`src/rtl/riscv_pkg.sv`:
```
// Shared types for the memory port arbiter: FSM states, grant encoding, default widths.
package riscv_pkg;

  localparam int unsigned XLEN_DEF = 32;
  localparam int unsigned AW_DEF   = 32;

  typedef enum logic [2:0] {
    IDLE   = 3'd0,
    BUSY_I = 3'd1,
    BUSY_D = 3'd2,
    DONE_I = 3'd3,
    DONE_D = 3'd4
  } arb_state_t;

  typedef enum logic {
    GNT_I = 1'b0,
    GNT_D = 1'b1
  } grant_t;

endpackage

```
`src/rtl/rr_arb2.sv`:
```
// Two-way round-robin picker; last_grant only advances when the caller says a grant was taken.
module rr_arb2
  import riscv_pkg::*;
(
  input  logic   clk,
  input  logic   rst,
  input  logic   req_i,
  input  logic   req_d,
  input  logic   update,
  output grant_t grant
);

  grant_t last_grant;

  // On conflict the port opposite to the previous winner is chosen.
  always_comb begin
    grant = GNT_I;
    if (req_i && req_d) begin
      if (last_grant == GNT_I) grant = GNT_D;
      else                     grant = GNT_I;
    end else if (req_d) begin
      grant = GNT_D;
    end
  end

  always_ff @(posedge clk or posedge rst) begin
    if (rst)         last_grant <= GNT_I;
    else if (update) last_grant <= grant;
  end

endmodule

```
`src/rtl/mem_port_arbiter.sv`:
```
// Shares one variable-latency memory between the fetch and data ports:
// one registered transaction at a time, completion reported by a one-cycle valid pulse.
module mem_port_arbiter
  import riscv_pkg::*;
#(
  parameter int unsigned XLEN = XLEN_DEF,
  parameter int unsigned AW   = AW_DEF
) (
  input  logic            clk,
  input  logic            rst,
  input  logic            if_req,
  input  logic [AW-1:0]   if_addr,
  output logic [XLEN-1:0] if_rdata,
  output logic            if_valid,
  input  logic            dm_req,
  input  logic            dm_we,
  input  logic [AW-1:0]   dm_addr,
  input  logic [XLEN-1:0] dm_wdata,
  output logic [XLEN-1:0] dm_rdata,
  output logic            dm_valid,
  output logic            mem_req,
  output logic            mem_we,
  output logic [AW-1:0]   mem_addr,
  output logic [XLEN-1:0] mem_wdata,
  input  logic [XLEN-1:0] mem_rdata,
  input  logic            mem_ready,
  output logic            stall_if,
  output logic            stall_mem
);

  arb_state_t state, state_nxt;
  grant_t     grant;
  logic       arb_update;

  logic            mem_req_nxt;
  logic            mem_we_nxt;
  logic [AW-1:0]   mem_addr_nxt;
  logic [XLEN-1:0] mem_wdata_nxt;
  logic [XLEN-1:0] if_rdata_nxt;
  logic [XLEN-1:0] dm_rdata_nxt;
  logic            if_valid_nxt;
  logic            dm_valid_nxt;

  // Round-robin history moves only when both ports contend.
  assign arb_update = (state == IDLE) && if_req && dm_req;

  rr_arb2 u_rr_arb2 (
    .clk    (clk),
    .rst    (rst),
    .req_i  (if_req),
    .req_d  (dm_req),
    .update (arb_update),
    .grant  (grant)
  );

  // State and registered outputs.
  always_ff @(posedge clk or posedge rst) begin
    if (rst) begin
      state     <= IDLE;
      mem_req   <= 1'b0;
      mem_we    <= 1'b0;
      mem_addr  <= '0;
      mem_wdata <= '0;
      if_rdata  <= '0;
      dm_rdata  <= '0;
      if_valid  <= 1'b0;
      dm_valid  <= 1'b0;
    end else begin
      state     <= state_nxt;
      mem_req   <= mem_req_nxt;
      mem_we    <= mem_we_nxt;
      mem_addr  <= mem_addr_nxt;
      mem_wdata <= mem_wdata_nxt;
      if_rdata  <= if_rdata_nxt;
      dm_rdata  <= dm_rdata_nxt;
      if_valid  <= if_valid_nxt;
      dm_valid  <= dm_valid_nxt;
    end
  end

  // Next state; requests are only looked at from IDLE.
  always_comb begin
    state_nxt = state;
    unique case (state)
      IDLE: begin
        if (if_req || dm_req) begin
          if (grant == GNT_D) state_nxt = BUSY_D;
          else                state_nxt = BUSY_I;
        end
      end
      BUSY_I:  if (mem_ready) state_nxt = DONE_I;
      BUSY_D:  if (mem_ready) state_nxt = DONE_D;
      DONE_I:  state_nxt = IDLE;
      DONE_D:  state_nxt = IDLE;
      default: state_nxt = IDLE;
    endcase
  end

  // Next values of the registered outputs; mem_* are frozen while a transaction is open.
  always_comb begin
    mem_req_nxt   = mem_req;
    mem_we_nxt    = mem_we;
    mem_addr_nxt  = mem_addr;
    mem_wdata_nxt = mem_wdata;
    if_rdata_nxt  = if_rdata;
    dm_rdata_nxt  = dm_rdata;
    if_valid_nxt  = 1'b0;
    dm_valid_nxt  = 1'b0;
    unique case (state)
      IDLE: begin
        if (if_req || dm_req) begin
          mem_req_nxt = 1'b1;
          if (grant == GNT_D) begin
            mem_we_nxt    = dm_we;
            mem_addr_nxt  = dm_addr;
            mem_wdata_nxt = dm_wdata;
          end else begin
            mem_we_nxt    = 1'b0;
            mem_addr_nxt  = if_addr;
          end
        end
      end
      BUSY_I: begin
        if (mem_ready) begin
          mem_req_nxt  = 1'b0;
          if_rdata_nxt = mem_rdata;
          if_valid_nxt = 1'b1;
        end
      end
      BUSY_D: begin
        // Read data is captured on stores too; the requester ignores it.
        if (mem_ready) begin
          mem_req_nxt  = 1'b0;
          dm_rdata_nxt = mem_rdata;
          dm_valid_nxt = 1'b1;
        end
      end
      default: ;
    endcase
  end

  assign stall_if  = if_req & ~if_valid;
  assign stall_mem = dm_req & ~dm_valid;

endmodule

```
`config.mk`:
```
export PLATFORM = sky130hd
export DESIGN_NAME = mem_port_arbiter
export DESIGN_NICKNAME = d
export VERILOG_FILES = /design/src/rtl/riscv_pkg.sv /design/src/rtl/rr_arb2.sv /design/src/rtl/mem_port_arbiter.sv
export SDC_FILE = /design/constraint.sdc
export NUM_CORES = 1
export LEC_CHECK = 0
export CAP_MARGIN = 20
export CORE_AREA = 3 3 116 118
export CTS_CLUSTER_SIZE = 24
export DETAILED_ROUTE_END_ITERATION = 8
export DIE_AREA = 0 0 119 121
export PLACE_DENSITY_LB_ADDON = 0.25
export SKIP_LAST_GASP = 1
export SYNTH_ARGS = -nofsm -noshare
export SYNTH_HDL_FRONTEND = slang
export SYNTH_SLANG_ARGS = --single-unit
```
`constraint.sdc`:
```
create_clock -name clk -period 10.72 [get_ports clk]
set_input_delay 2.144 -clock clk [delete_from_list [all_inputs] [get_ports clk]]
set_output_delay 2.144 -clock clk [all_outputs]
set_load 0.01 [all_outputs]
```
==> results.cfg <==
[placed_design]
postPlaceCellArea_um2 = 8310
dp_hpwl_um = 11600
port_buffers = 267
dpl.cell_count = 832
gp_congestion = 0.790

[detailed_routing]
wl_um = 15800
num_vias = 4237
viasPerCell = 4.93
drcViolationCount = 0
drtAntennaViolNets = 0
avgRoutedWirePerCell_um = 18.4
firstDrtPassIters = 5
first_iter_violations = 326

[clock_network]
clk_latency_ns = 0.41
cts_made_buffers = 17
cts_tree = built
ctsResizeCount = 0
cts_setup_buffers = 0
ctsHoldBuffers = 0
clock_sinks = 136
path_clk_slew_ns = 0.05
cts-htree-levels = 4
cts.path.max_buffers = 2
root_buffer = clkbuf_16

[run]
cap_violations = 0

[power_and_ir_drop]
p_clk_share_pct = 20.3
swShare_pct = 30.5
seqPwrFrac_pct = 34.4
p_comb_share_pct = 45.2
cellPowerDensity_nw_per_um2 = 300
p_total_mw = 2.66
power_leakage_nw = 4.03
intPower_mw = 1.85
switchingPower_mw = 0.812
ir_drop_mv = 0.161

[grt]
grt_max_degree = 76
grtUsageTotal_pct = 22.3
antenna_found_initial = 0
grt_overflow = 0
first_global_vias = 4584
grt_pass1_wl_um = 24800

[timing]
finalClockSkew_ns = 0.00428
slew_violations = 0
finalHoldViolCount = 0
slew_headroom_pct = 38.7
setup_violations = 0
worst_pin_slew_ns = 0.920
fin_tns_setup_ns = 0
fmax_mhz = 179
period_minus_slack_ns = 5.58
rsz0062_at_grt = no
final.period_utilization_pct = 52.1

[worst_hold_path]
hold_class = flop to flop

[die]
fp.dieW_um = 119
initial_core_util_pct = 43.6
core_area_um2 = 12600
die_h_um = 121
die_area_um2 = 14400
rows = 41
io_pins = 268

[layout]
fill_cells = 896
fin_nets = 814
final_util_pct = 70.6
syn2layout_area_growth_pct = 62.1
final_cell_area_um2 = 8870
layout-drive-gt1-share_pct = 19.0
final_cell_count_no_fill = 860
diodes = 0

[synth]
synth_nets = 543
netlist_instances = 409
yosys.area.top_type = dfrtp_1
avgSynthCellArea_um2 = 13.4
synth.area.top_cells = dfrtp_1, mux2_2, inv_1
yosys_warnings = 0
synth-seq-area-share_pct = 62.2
synth_top_area_share_pct = 62.2
netlist_area_um2 = 5480
ys_types = 24
ys_ff_latch = 136

[setup_path]
start_kind = input port
cp_max_fo = 4
path_class = input port to output port
critPathCaptureType = output port
worstPathArrival_ns = 3.44
required_ns = 8.58

[run_status]
outcome = complete, no violations
[registers in the layout, indices dropped and copies added, names as in the netlist]
name,count
mem_req,1
dm_rdata,32
mem_we,1
mem_wdata,32
state,3
if_rdata,32
if_valid,1
dm_valid,1
u_rr_arb2.last_grant,1
mem_addr,32
[layer usage]
layer	global-route usage, %	vias to the layer above	wire [um]
met5	0	-	0
met4	7.97	0	304
met3	9.74	23	1640
met2	37.4	214	7960
met1	25.4	2082	5870
li1	-	1918	-
[area by class of cell]
cell class | instances | area, um2 | share of cell area (%)
clock inverters | 5 | 75.1 | 0.846
clock buffers | 22 | 464 | 5.23
well taps | 172 | 215 | 2.43
multi-input cells | 153 | 1580 | 17.9
inverters | 99 | 374 | 4.22
flip-flops and latches | 136 | 3400 | 38.4
repair buffers | 273 | 2760 | 31.1
[worst paths after layout]
path                         startpoint       endpoint  slack, ns  depth (start not counted)
setup / recovery                 if_req       stall_if       5.14                          4
hold / removal             dm_rdata[26]   dm_rdata[26]       0.50                          1
setup reg to reg               state[0]   mem_wdata[3]       8.13                          4
hold reg to reg            dm_rdata[26]   dm_rdata[26]       0.50                          1
max in group asynchronous           rst    dm_rdata[3]       7.07                          3
min in group asynchronous           rst  mem_wdata[24]       2.29                          2
[synthesized netlist by cell type]
master       n
mux2_2      96
buf_6        4
and3_1       1
a211oi_1     1
a222oi_1    32
a2111oi_0    1
nor2_1       3
o21bai_1     1
o21ai_0      2
nor3_2       2
or2_1        1
nand4b_1     1
xnor2_1      1
nor2b_1      4
nand2_1      2
a21boi_0     1
clkbuf_1     1
buf_4        3
buf_2       13
inv_1       99
and2_1       1
or3_4        1
dfrtp_1    136
nor3_1       2
[power groups by stage]
stage	Clock [mW]	Combinational (mW)	Sequential (mW)
floorplan	0	0.424	1.03
global placement	0	1.17	0.908
detailed placement	0	1.20	0.923
CTS	0.552	1.22	0.919
global route	0.575	1.29	0.948
finish	0.542	1.20	0.916
[per-stage QoR]
| step | setup slack [ns] | hold WS (ns) |
|---|---|---|
| 3_3_place_gp | 5.15 | 0.488 |
| 4_1_cts | 5.13 | 0.504 |
| 5_1_grt | 5.04 | 0.514 |
| 3_5_place_dp | 5.13 | 0.492 |
| 6_report | 5.14 | 0.500 |
| 2_1_floorplan | 4.94 | 0.463 |
[worst max-delay path, stage by stage]
cell             delay, ns
clkdlybuf4s50_1       0.53
inv_1                 0.11
nor2_1                0.12
clkdlybuf4s50_1       0.54
[logic make-up after synthesis]
family / share of synthesized area, %
AOI/OAI and AO/OA: 6.60
muxes: 19.7
and+or+nand+nor: 2.06
DFF: 62.2
buffers and inverters: 9.28
xor gates and xnor gates: 0.160
[placed cells by master, fill, tap and decap left out]
master	Yosys	layout
a2111oi_0	1	1
a211oi_1	1	1
a21boi_0	1	1
a222oi_1	32	32
and2_1	1	1
and3_1	1	1
buf_16	0	2
buf_4	3	4
bufinv_16	0	2
clkbuf_1	1	3
clkbuf_16	0	17
clkbuf_8	0	2
clkdlybuf4s50_1	0	267
clkinv_2	0	3
dfrtp_1	136	136
inv_1	99	98
inv_4	0	1
mux2_2	96	96
nand2_1	2	2
nand4b_1	1	1
nor2_1	3	3
nor2b_1	4	3
nor2b_4	0	1
nor3_1	2	2
nor3_4	0	2
o21ai_0	2	2
o21bai_1	1	1
or2_1	1	1
or3_4	1	1
xnor2_1	1	1
Note: power is estimated with default switching activity, not from simulation.
